File: config.mk
export PLATFORM = sky130hd
export DESIGN_NAME = alu_op_sequencer_flat
export DESIGN_NICKNAME = d
export VERILOG_FILES = /design/src/rtl/alu_op_sequencer_if.sv /design/src/rtl/alu_op_sequencer.sv /design/src/flat_wrapper.sv
export SDC_FILE = /design/constraint.sdc
export NUM_CORES = 1
export LEC_CHECK = 0
export CAP_MARGIN = 20
export CORE_MARGIN = 10
export CORE_UTILIZATION = 49
export CTS_BUF_LIST = sky130_fd_sc_hd__clkbuf_8 sky130_fd_sc_hd__clkbuf_16
export DETAILED_ROUTE_END_ITERATION = 10
export MAX_ROUTING_LAYER = met4
export PLACE_DENSITY = 0.8
export SETUP_SLACK_MARGIN = 0.1
export SYNTH_ARGS = -nofsm -noshare
export SYNTH_HDL_FRONTEND = slang
export SYNTH_SLANG_ARGS = --single-unit
File: constraint.sdc
create_clock -name phi1 -period 2.1 [get_ports phi1]
set_input_delay 0.42 -clock phi1 [delete_from_list [all_inputs] [get_ports phi1]]
set_output_delay 0.42 -clock phi1 [all_outputs]
set_load 0.005 [all_outputs]
File: src/rtl/alu_op_sequencer_if.sv
// Request, ALU and response signals of alu_op_sequencer.
// slave is the sequencer's view; master is decode logic plus the ALU facing it.
interface alu_op_sequencer_if #(
  parameter int WIDTH      = 8,
  parameter int FUNC_WIDTH = 3
);
  logic                  req_valid;
  logic                  req_ready;
  logic [3:0]            req_op;
  logic [WIDTH-1:0]      req_a;
  logic [WIDTH-1:0]      req_b;
  logic                  req_carry;
  logic                  alu_req;
  logic [WIDTH-1:0]      alu_a;
  logic [WIDTH-1:0]      alu_b;
  logic [FUNC_WIDTH-1:0] alu_func;
  logic                  alu_carry;
  logic                  alu_done;
  logic [WIDTH-1:0]      alu_dout;
  logic                  alu_cout;
  logic                  rsp_valid;
  logic                  rsp_ready;
  logic [WIDTH-1:0]      rsp_result;
  logic                  rsp_wr;
  logic [3:0]            rsp_flags;
  logic [3:0]            rsp_mask;
  logic                  rsp_err;

  modport slave (
    input  req_valid, req_op, req_a, req_b, req_carry, alu_done, alu_dout, alu_cout, rsp_ready,
    output req_ready, alu_req, alu_a, alu_b, alu_func, alu_carry,
           rsp_valid, rsp_result, rsp_wr, rsp_flags, rsp_mask, rsp_err
  );
  modport master (
    output req_valid, req_op, req_a, req_b, req_carry, alu_done, alu_dout, alu_cout, rsp_ready,
    input  req_ready, alu_req, alu_a, alu_b, alu_func, alu_carry,
           rsp_valid, rsp_result, rsp_wr, rsp_flags, rsp_mask, rsp_err
  );
endinterface

File: src/rtl/alu_op_sequencer.sv
// Maps 6502 ALU ops onto one or two SUM/AND/OR/XOR/SR transactions and builds N/V/Z/C.
// Optional: ALU_SEQ_TIMEOUT_EN aborts a WAIT after TIMEOUT cycles without alu_done.
module alu_op_sequencer #(
  parameter int WIDTH      = 8,
  parameter int FUNC_WIDTH = 3,
  parameter int TIMEOUT    = 15
) (
  input logic               phi1,
  input logic               reset,
  alu_op_sequencer_if.slave bus
);
  localparam logic [FUNC_WIDTH-1:0] F_SUM = FUNC_WIDTH'(0);
  localparam logic [FUNC_WIDTH-1:0] F_AND = FUNC_WIDTH'(1);
  localparam logic [FUNC_WIDTH-1:0] F_OR  = FUNC_WIDTH'(2);
  localparam logic [FUNC_WIDTH-1:0] F_XOR = FUNC_WIDTH'(3);
  localparam logic [FUNC_WIDTH-1:0] F_SR  = FUNC_WIDTH'(4);

  localparam logic [3:0] OP_ADC = 4'd0,  OP_SBC = 4'd1,  OP_AND = 4'd2,  OP_ORA = 4'd3;
  localparam logic [3:0] OP_EOR = 4'd4,  OP_CMP = 4'd5,  OP_BIT = 4'd6,  OP_INC = 4'd7;
  localparam logic [3:0] OP_DEC = 4'd8,  OP_ASL = 4'd9,  OP_LSR = 4'd10, OP_ROL = 4'd11;
  localparam logic [3:0] OP_ROR = 4'd12;

  typedef enum logic [2:0] {IDLE, ISSUE1, WAIT1, ISSUE2, WAIT2, RESP} state_e;
  typedef struct packed {
    logic [3:0]       op;
    logic [WIDTH-1:0] a;
    logic [WIDTH-1:0] b;
    logic             carry;
  } req_t;

  state_e                state, nxt;
  req_t                  rq;
  logic [WIDTH-1:0]      step_res, res_q;
  logic [3:0]            flags_q, mask_q;
  logic                  wr_q, err_q;
  logic                  legal, alu_act, step2, in_wait, tmo;
  logic [FUNC_WIDTH-1:0] func;
  logic [WIDTH-1:0]      opa, opb;
  logic                  cin, n, v, z, c, wr;
  logic [3:0]            mask;

  assign legal   = (bus.req_op <= OP_ROR);
  assign alu_act = state inside {ISSUE1, WAIT1, ISSUE2, WAIT2};
  assign step2   = state inside {ISSUE2, WAIT2};
  assign in_wait = state inside {WAIT1, WAIT2};

`ifdef ALU_SEQ_TIMEOUT_EN
  localparam int CW = $clog2(TIMEOUT + 1);
  logic [CW-1:0] cnt;

  always_ff @(posedge phi1 or posedge reset) begin
    if (reset)                         cnt <= '0;
    else if (state inside {ISSUE1, ISSUE2}) cnt <= '0;
    else if (in_wait && !bus.alu_done) cnt <= cnt + 1'b1;
  end

  // Fires on the TIMEOUT-th consecutive WAIT cycle without alu_done.
  assign tmo = in_wait && !bus.alu_done && (cnt == CW'(TIMEOUT - 1));
`else
  assign tmo = 1'b0;
`endif

  always_ff @(posedge phi1 or posedge reset) begin
    if (reset) state <= IDLE;
    else       state <= nxt;
  end

  always_comb begin
    nxt = state;
    unique case (state)
      IDLE:    if (bus.req_valid) nxt = legal ? ISSUE1 : RESP;
      ISSUE1:  nxt = WAIT1;
      WAIT1:   if (bus.alu_done) nxt = (rq.op == OP_ROR) ? ISSUE2 : RESP;
               else if (tmo)     nxt = RESP;
      ISSUE2:  nxt = WAIT2;
      WAIT2:   if (bus.alu_done || tmo) nxt = RESP;
      RESP:    if (bus.rsp_ready) nxt = IDLE;
      default: nxt = IDLE;
    endcase
  end

  // ALU operand mapping; the second ROR pass ORs the old carry into the MSB.
  always_comb begin
    func = F_SUM;
    opa  = rq.a;
    opb  = rq.b;
    cin  = rq.carry;
    case (rq.op)
      OP_SBC:         opb = ~rq.b;
      OP_CMP:         begin opb = ~rq.b; cin = 1'b1; end
      OP_AND, OP_BIT: begin func = F_AND; cin = 1'b0; end
      OP_ORA:         begin func = F_OR;  cin = 1'b0; end
      OP_EOR:         begin func = F_XOR; cin = 1'b0; end
      OP_INC:         begin opb = '0; cin = 1'b1; end
      OP_DEC:         begin opb = '1; cin = 1'b0; end
      OP_ASL:         begin opb = rq.a; cin = 1'b0; end
      OP_ROL:         opb = rq.a;
      OP_LSR:         begin func = F_SR; opb = '0; cin = 1'b0; end
      OP_ROR:
        if (step2) begin
          func = F_OR; opa = step_res; opb = {rq.carry, {(WIDTH-1){1'b0}}}; cin = 1'b0;
        end else begin
          func = F_SR; opb = '0; cin = 1'b0;
        end
      default: ;
    endcase
  end

  always_comb begin
    n    = bus.alu_dout[WIDTH-1];
    z    = (bus.alu_dout == '0);
    v    = 1'b0;
    c    = 1'b0;
    mask = 4'b1010;
    wr   = 1'b1;
    case (rq.op)
      OP_ADC, OP_SBC: begin
        v    = (rq.a[WIDTH-1] == opb[WIDTH-1]) && (bus.alu_dout[WIDTH-1] != rq.a[WIDTH-1]);
        c    = bus.alu_cout;
        mask = 4'b1111;
      end
      OP_CMP:         begin c = bus.alu_cout; mask = 4'b1011; wr = 1'b0; end
      OP_BIT:         begin n = rq.b[WIDTH-1]; v = rq.b[WIDTH-2]; mask = 4'b1110; wr = 1'b0; end
      OP_ASL, OP_ROL: begin c = bus.alu_cout; mask = 4'b1011; end
      OP_LSR, OP_ROR: begin c = rq.a[0]; mask = 4'b1011; end
      default: ;
    endcase
  end

  // Response fields are cleared on accept, so an abort only needs to raise err.
  always_ff @(posedge phi1 or posedge reset) begin
    if (reset) begin
      rq       <= '0;
      step_res <= '0;
      res_q    <= '0;
      flags_q  <= '0;
      mask_q   <= '0;
      wr_q     <= 1'b0;
      err_q    <= 1'b0;
    end else if (state == IDLE && bus.req_valid) begin
      rq      <= {bus.req_op, bus.req_a, bus.req_b, bus.req_carry};
      res_q   <= '0;
      flags_q <= '0;
      mask_q  <= '0;
      wr_q    <= 1'b0;
      err_q   <= !legal;
    end else if (in_wait) begin
      if (bus.alu_done && state == WAIT1 && rq.op == OP_ROR) begin
        step_res <= bus.alu_dout;
      end else if (bus.alu_done) begin
        res_q   <= bus.alu_dout;
        flags_q <= {n, v, z, c} & mask;
        mask_q  <= mask;
        wr_q    <= wr;
      end else if (tmo) begin
        err_q <= 1'b1;
      end
    end
  end

  always_comb begin
    bus.req_ready  = (state == IDLE);
    bus.alu_req    = alu_act;
    bus.alu_a      = alu_act ? opa  : '0;
    bus.alu_b      = alu_act ? opb  : '0;
    bus.alu_func   = alu_act ? func : '0;
    bus.alu_carry  = alu_act & cin;
    bus.rsp_valid  = (state == RESP);
    bus.rsp_result = bus.rsp_valid ? res_q   : '0;
    bus.rsp_flags  = bus.rsp_valid ? flags_q : '0;
    bus.rsp_mask   = bus.rsp_valid ? mask_q  : '0;
    bus.rsp_wr     = bus.rsp_valid & wr_q;
    bus.rsp_err    = bus.rsp_valid & err_q;
  end
endmodule

File: src/flat_wrapper.sv
// flat-port wrapper written by rule: the top's interface ports become plain ports
module alu_op_sequencer_flat 
#(
  parameter int WIDTH      = 8,
  parameter int FUNC_WIDTH = 3,
  parameter int TIMEOUT    = 15
)
  (phi1, reset, bus_req_valid, bus_req_op, bus_req_a, bus_req_b, bus_req_carry, bus_alu_done, bus_alu_dout, bus_alu_cout, bus_rsp_ready, bus_req_ready, bus_alu_req, bus_alu_a, bus_alu_b, bus_alu_func, bus_alu_carry, bus_rsp_valid, bus_rsp_result, bus_rsp_wr, bus_rsp_flags, bus_rsp_mask, bus_rsp_err);
  alu_op_sequencer_if #(.WIDTH(WIDTH), .FUNC_WIDTH(FUNC_WIDTH)) bus_i ();
  input logic phi1;
  input logic reset;
  input wire logic [$bits(bus_i.req_valid)-1:0] bus_req_valid;
  input wire logic [$bits(bus_i.req_op)-1:0] bus_req_op;
  input wire logic [$bits(bus_i.req_a)-1:0] bus_req_a;
  input wire logic [$bits(bus_i.req_b)-1:0] bus_req_b;
  input wire logic [$bits(bus_i.req_carry)-1:0] bus_req_carry;
  input wire logic [$bits(bus_i.alu_done)-1:0] bus_alu_done;
  input wire logic [$bits(bus_i.alu_dout)-1:0] bus_alu_dout;
  input wire logic [$bits(bus_i.alu_cout)-1:0] bus_alu_cout;
  input wire logic [$bits(bus_i.rsp_ready)-1:0] bus_rsp_ready;
  output wire logic [$bits(bus_i.req_ready)-1:0] bus_req_ready;
  output wire logic [$bits(bus_i.alu_req)-1:0] bus_alu_req;
  output wire logic [$bits(bus_i.alu_a)-1:0] bus_alu_a;
  output wire logic [$bits(bus_i.alu_b)-1:0] bus_alu_b;
  output wire logic [$bits(bus_i.alu_func)-1:0] bus_alu_func;
  output wire logic [$bits(bus_i.alu_carry)-1:0] bus_alu_carry;
  output wire logic [$bits(bus_i.rsp_valid)-1:0] bus_rsp_valid;
  output wire logic [$bits(bus_i.rsp_result)-1:0] bus_rsp_result;
  output wire logic [$bits(bus_i.rsp_wr)-1:0] bus_rsp_wr;
  output wire logic [$bits(bus_i.rsp_flags)-1:0] bus_rsp_flags;
  output wire logic [$bits(bus_i.rsp_mask)-1:0] bus_rsp_mask;
  output wire logic [$bits(bus_i.rsp_err)-1:0] bus_rsp_err;
  assign bus_i.req_valid = bus_req_valid;
  assign bus_i.req_op = bus_req_op;
  assign bus_i.req_a = bus_req_a;
  assign bus_i.req_b = bus_req_b;
  assign bus_i.req_carry = bus_req_carry;
  assign bus_i.alu_done = bus_alu_done;
  assign bus_i.alu_dout = bus_alu_dout;
  assign bus_i.alu_cout = bus_alu_cout;
  assign bus_i.rsp_ready = bus_rsp_ready;
  assign bus_req_ready = bus_i.req_ready;
  assign bus_alu_req = bus_i.alu_req;
  assign bus_alu_a = bus_i.alu_a;
  assign bus_alu_b = bus_i.alu_b;
  assign bus_alu_func = bus_i.alu_func;
  assign bus_alu_carry = bus_i.alu_carry;
  assign bus_rsp_valid = bus_i.rsp_valid;
  assign bus_rsp_result = bus_i.rsp_result;
  assign bus_rsp_wr = bus_i.rsp_wr;
  assign bus_rsp_flags = bus_i.rsp_flags;
  assign bus_rsp_mask = bus_i.rsp_mask;
  assign bus_rsp_err = bus_i.rsp_err;
  alu_op_sequencer #(.WIDTH(WIDTH), .FUNC_WIDTH(FUNC_WIDTH), .TIMEOUT(TIMEOUT)) u_core (.phi1(phi1), .reset(reset), .bus(bus_i));
endmodule
* After elaboration in Yosys (flattened, before gate mapping) *
Index checks and enable logic that the tools add are counted.

word-level totals
  bits in latches = 0
  memories kept = 0
  memory bits (writable) = 0
  memory bits (read-only) = 0
  register bits after elaboration = 50
  output and inout port bits = 41
  word-level logic and storage cells = 110

cells by class
  $mul = 0
  div/mod/pow operators = 0
  add/sub/neg operators = 0
  bitwise logic cells = 6
  shift-type cells = 0
  reduce and logical (&&, ||, !) cells = 27
  muxes and demuxes = 41
  order comparisons = 1
  equality and inequality tests = 24

operators with widths
  kind                                                                   count
  8-bit 2-to-1 mux                                                       10
  4-bit 2-to-1 mux                                                       10
  8-bit one-hot mux with 5 select lines                                  1
  3-bit 2-to-1 mux                                                       8
  4-bit equality test, second input constant                             5
  3-bit one-hot mux with 6 select lines                                  1
  4-bit by 3-bit equality test with 1-bit output, second input constant  4
  2-bit OR reduction                                                     8
  3-bit one-hot mux with 5 select lines                                  1
  5-bit OR reduction                                                     2
  3-bit one-hot mux with 3 select lines                                  1
  4-bit by 2-bit equality test with 1-bit output, second input constant  2
  8-bit logical NOT                                                      1
  2-bit inequality test, second input constant                           4
  8-bit inverter                                                         1
  2-bit nonzero test                                                     4
  8-bit OR reduction                                                     1
  3-bit by 2-bit equality test with 1-bit output, second input constant  2
  3-bit equality test, second input constant                             2
  1-bit 2-to-1 mux                                                       6
  1-bit one-hot mux with 2 select lines                                  3
  3-bit AND reduction                                                    2
  4-bit bitwise AND                                                      1
  4-bit by 1-bit equality test with 1-bit output, second input constant  1
  13 further kinds                                                       18

* Depth between registers and ports, before layout *
  word-level depth = 12
  depth in mapped cells = 7
  depth with buffers taken out = 5

* Worst setup path after synthesis *
No wires, ideal clock.

  path type = flip-flop to output port
  start point = register u_core.state[0]
  end point = output port bus_rsp_mask[3]
  data required time = 1680 ps
  stages on the path, launching flop included = 7
  path buffers = 3
  path slack = 282 ps
  arrival = 1398 ps
  cell sequence = dfrtp_1 -> buf_2 -> inv_1 -> nor2_1 -> clkbuf_1 -> and2_1 -> buf_4

on the way
  longest elaborated chain between the ends = 2

ends and longest elaborated chain
  element                 line                     RTL
  from (decl)             alu_op_sequencer.sv:31   state_e state, nxt;
  from (signal assigned)  alu_op_sequencer.sv:65   else state <= nxt;
  3-bit equality test     alu_op_sequencer.sv:168  bus.rsp_valid = (state == RESP);
  net bus_rsp_valid       flat_wrapper.sv:27       output wire logic [$bits(bus_i.rsp_valid)-1:0] bus_rsp_valid;
  4-bit 2-to-1 mux        alu_op_sequencer.sv:171  bus.rsp_mask = bus.rsp_valid ? mask_q : '0;
  to (decl)               flat_wrapper.sv:31       output wire logic [$bits(bus_i.rsp_mask)-1:0] bus_rsp_mask;

The timed path passes the listed nets, and every way through them passes these cells.

* Worst setup path after layout *
  start point = register u_core.rq[19] (netlist name)
  end point = output port bus_alu_b[7]

on the way
  longest elaborated chain between the ends = 4

ends and longest elaborated chain
  element                                                                 line                     RTL
  from (decl)                                                             alu_op_sequencer.sv:32   req_t rq;
  from (signal assigned)                                                  alu_op_sequencer.sv:141  rq <= {bus.req_op, bus.req_a, bus.req_b, bus.req_carry};
  4-bit by 3-bit equality test with 1-bit output (tied with other cells)  alu_op_sequencer.sv:88   case (rq.op)
  2-bit OR reduction (no line)                                            n/a
  8-bit one-hot mux with 5 select lines (*)                               alu_op_sequencer.sv:88
  8-bit 2-to-1 mux (*)                                                    alu_op_sequencer.sv:165  bus.alu_b = alu_act ? opb : '0;
  to (decl)                                                               flat_wrapper.sv:24       output wire logic [$bits(bus_i.alu_b)-1:0] bus_alu_b;

Every way passes the cells marked *; elsewhere a longest branch is shown, timed or not.

==> results.md <==
- For the final database, setup skew stands at 0.00504 ns.
- The fraction of synthesis flops using an asynchronous set or reset pin is 1.00.
- The core area is 0.00589 sq mm.
- The starting density of the core is 0.502.
- 76 I/O pins were placed.
- The share of cell area taken by muxes after synthesis is 0.148.
- The worst endpoint required time is 1.68 ns.
- The tightest min-delay check is of the primary input to async pin type.
- Yosys printed 0 warnings.
- By area the synthesized netlist is led by sky130_fd_sc_hd__dfrtp_1 (41%), sky130_fd_sc_hd__mux2_2 (11%), sky130_fd_sc_hd__o21ai_0 (4.6%).
- The maximum operating frequency is 419 MHz.
- The post-synthesis instance area is 0.00296 sq mm.
- The worst pin sits at a relative slew slack of 0.712.
- Setup repair after global routing could not meet its margin everywhere.
- On the worst path, the slowest cell contributes a delay of 0.50 ns.
- The top cell types in the final layout, fill and taps aside, are sky130_fd_sc_hd__buf_6 (55), sky130_fd_sc_hd__buf_4 (53), sky130_fd_sc_hd__dfrtp_1 (43).
- The post-synthesis adder-cell area fraction is 0.
- The number of nets with antenna violations after routing is 0.
- Counting flops with a built-in enable in the synthesized netlist gives 0.
- For the pin with the worst max-slew slack, the measured transition is 0.431 ns.
- Of the synthesized area, sequential elements account for 0.415.
- The clock tree buffer depth is 2.
- Summing all flip-flop and latch instances after layout gives 0.00123 sq mm.
- STA classifies the critical path startpoint as a register.
- The clock drives 49 sinks.
- TritonCTS built the clock tree.
- The iteration count of the initial detailed-routing pass is 4.
- Entering global routing, the biggest net connects 40 pins.
- The routed design has 11.0 mm of wire.
- For this run, the leading register cell type out of synthesis is sky130_fd_sc_hd__dfrtp_1.
- After detailed routing, the number of vias per cell comes to 5.72.
- The power dissipated by switching net loads is 0.00339 W.
- The net count of the mapped netlist is 359.
- The arrival time reported for the critical path endpoint is 1.97 ns.
- The final weighted congestion of routability-driven global placement is 0.920.
- Of all cell types, the one taking the most synthesized area is sky130_fd_sc_hd__dfrtp_1.
- The number of antenna diodes is 0.
- The final cycle utilization of the critical path is 1.14.
- The maximum vdd drop is 1.20 mV.
- After synthesis, the mean cell area works out to 9.12 sq um.
- The total track usage is 0.199.
- The smallest clock period supported by the final layout is computed as 2.39 ns.
- In this run the horizontal extent of the chip is 97.7 um.
- By area, the combinational part of the netlist is dominated by simple AND/OR/NAND/NOR gates.
- The critical path contains buffers and inverters numbering 2 combined.
- Setup violations remaining at the end of the flow were counted as 38.
- The kind of cell adding the most delay to the critical path is flip-flops.
- The clock input transition at the sequential cells of the worst setup and hold paths is 0.09 ns.
- Synthesis produced 324 cells.
- Of the post-synthesis cell area, the dominant cell type holds 0.415.
- Relative to the synthesized area, the layout overhead comes to 64.9%.
- The share of post-route cells with drive strength above 1 is 0.503.
- The detailed-route via count is 3134.
- The number of library cell types mapped by synthesis is 47.
- The XOR/XNOR share of the synthesized area is 0.00847.
- The largest fanout of any net on the critical path is 6.
- The most frequent standard cell in the layout excluding fill and tap cells is sky130_fd_sc_hd__buf_6.
- The critical path is of the register to output pin type.
- The share of total power dissipated in the clock network is 0.072.
- The count of final max-slew check failures is 0.
- The number of antenna violations at the first check in global routing is 0.
- The CTS root buffer is sky130_fd_sc_hd__clkbuf_8.
- The detailed-route DRC error count is 0.
- The count of final hold-check violations is 0.
- For this design the static power due to leakage is 2.28 nW.
- The flow ran to the end, but the final reports show violations.
- The clock tree synthesis step divided the H-tree into 2 levels.
- The via count of the first global-routing pass came to 3167.
- The net switching fraction of the power is 0.428.
- The die covers 0.00954 sq mm.
- Global routing finished with a remaining overflow of 0.
- The tool flagged a number of max-cap violations equal to 0.
- The master of the slowest instance on the critical path is sky130_fd_sc_hd__dfrtp_2.
- Buffers inserted during clock tree synthesis total 5.
- The total of buffers placed on input and output ports is 75.
- Of the total synthesized cell area, the portion taken by AND, OR, NAND and NOR gates is 0.180.
- The endpoint kind of the worst setup timing path is an output pin.
- The synthesized-area fraction occupied by ao, oa, aoi and oai cells is 0.172.
- The vertical extent of the die is 97.7 um.
- The final reports fail on negative setup slack.
- Across all setup checks in the final design, the least slack found is -0.287 ns.
- The violation count after the first detailed-route iteration is 286.
- After clock tree synthesis, the flow added hold-fix buffers numbering 0.
- Counting the fill cells in the layout gives 331.
- Dividing the detail-routed wire length by the instance count gives 20.1 um.
- The internal power of the cells totals 0.00453 W.
- The HPWL reported at the end of detailed placement is 6.28 mm.
- The number of nets in the layout is 508.
- The number of rows in the core area is 28.
- In the final layout, the multi-input gates occupy 0.00178 sq mm.
- The tightest hold path in the finished design has a slack of 0.421 ns.
- Traced cell by cell, the critical path runs through buf_6 -> xnor2_4 -> nor3_2 -> o32ai_2 -> o21ai_2 -> nor2_1 -> buf_2.
- Power spread over the standard cell area amounts to 1620 mW/mm^2.
- Of the total power, registers draw 0.237.
- The register bit count reported by yosys is 49.
- The clock latency on the worst-skew pair is 0.31 ns.
- The first global-routing pass estimated 15.5 mm of wire.
- The setup slack after placement is -0.232 ns.
- Of the total power, combinational logic draws 0.691.
cell usage after synthesis (all sizes together) (4+ instances only):
library cell  count
and2             18
nor3              6
mux2             30
nand2b            8
mux2i            10
o21ai            32
inv              15
nor2             19
a21oi            24
dfrtp            49
nand2            33
buf              24
o22ai             8
clkbuf            5
nand3             4
cell families (layout without fill, tap and decap cells):
| logic type | Yosys count | after routing |
|---|---|---|
| xor gates and xnor gates | 2 | 2 |
| AOI/OAI and AO/OA | 85 | 85 |
| buffers and inverters | 44 | 193 |
| DFF | 49 | 49 |
| muxes | 40 | 40 |
| and+or+nand+nor | 104 | 104 |
metal layers:
layer	wire length, um	global-route usage
met5	0	-
met4	238	0.0638
met3	614	0.0462
met2	5900	0.345
met1	4240	0.221
worst paths after layout:
kind | startpoint | end | slack, ns | cells after the start
worst max-delay path | u_core.rq[19] | bus_alu_b[7] | -0.29 | 7
worst min-delay path | reset | u_core.rq[10] | 0.42 | 2
worst max register to register | u_core.rq[18] | u_core.mask_q[2] | 0.21 | 8
worst min register to register | u_core.mask_q[1] | u_core.mask_q[1] | 0.51 | 1
max in group asynchronous | reset | u_core.state[2] | 1.15 | 3
min in group phi1 | u_core.mask_q[1] | u_core.mask_q[1] | 0.51 | 1
what timing repair did:
action / in CTS / in global routing
setup buffers: 34 / 17
endpoints found under the setup margin: 41 / 41
pin swaps: 30 / 22
cloned: 3 / 1
gates resized for setup: 252 / 54
sequential cells by signal, indices dropped and copies added (netlist names):
name,count
u_core.state,3
u_core.step_res,8
u_core.wr_q,1
u_core.res_q,8
u_core.err_q,1
u_core.flags_q,4
u_core.rq,21
u_core.mask_q,3
power groups by stage:
| stage | clock (W) | sequential [W] | combinational (W) |
|---|---|---|---|
| final | 0.000569 | 0.00188 | 0.00547 |
| after global routing | 0.000617 | 0.00190 | 0.00583 |
| after CTS | 0.000556 | 0.00179 | 0.00454 |
| after detailed placement | 0 | 0.00175 | 0.00392 |
| after global placement | 0 | 0.00173 | 0.00385 |
| after floorplan | 0 | 0.00159 | 0.00223 |
metrics by stage:
step	total power (W)	cells	cell area, sq um	util	setup TNS (ns)
6_report	0.00792	548	4870	0.828	-4.20
4_1_cts	0.00688	534	4560	0.774	-2.07
5_1_grt	0.00834	548	4870	0.828	-6.40
3_3_place_gp	0.00558	490	4040	0.686	-2.95
2_1_floorplan	0.00382	324	2960	-	0
3_5_place_dp	0.00567	490	4040	0.686	-3.10
area by class of cell:
cell class	instances	area share
multi-input combinational	231	0.365
timing repair buffer	171	0.333
sequential	49	0.253
tap	75	0.0193
clock buffer	5	0.0141
inverter	15	0.0121
clock inverter	2	0.00282
(Power assumes the default switching activity.)
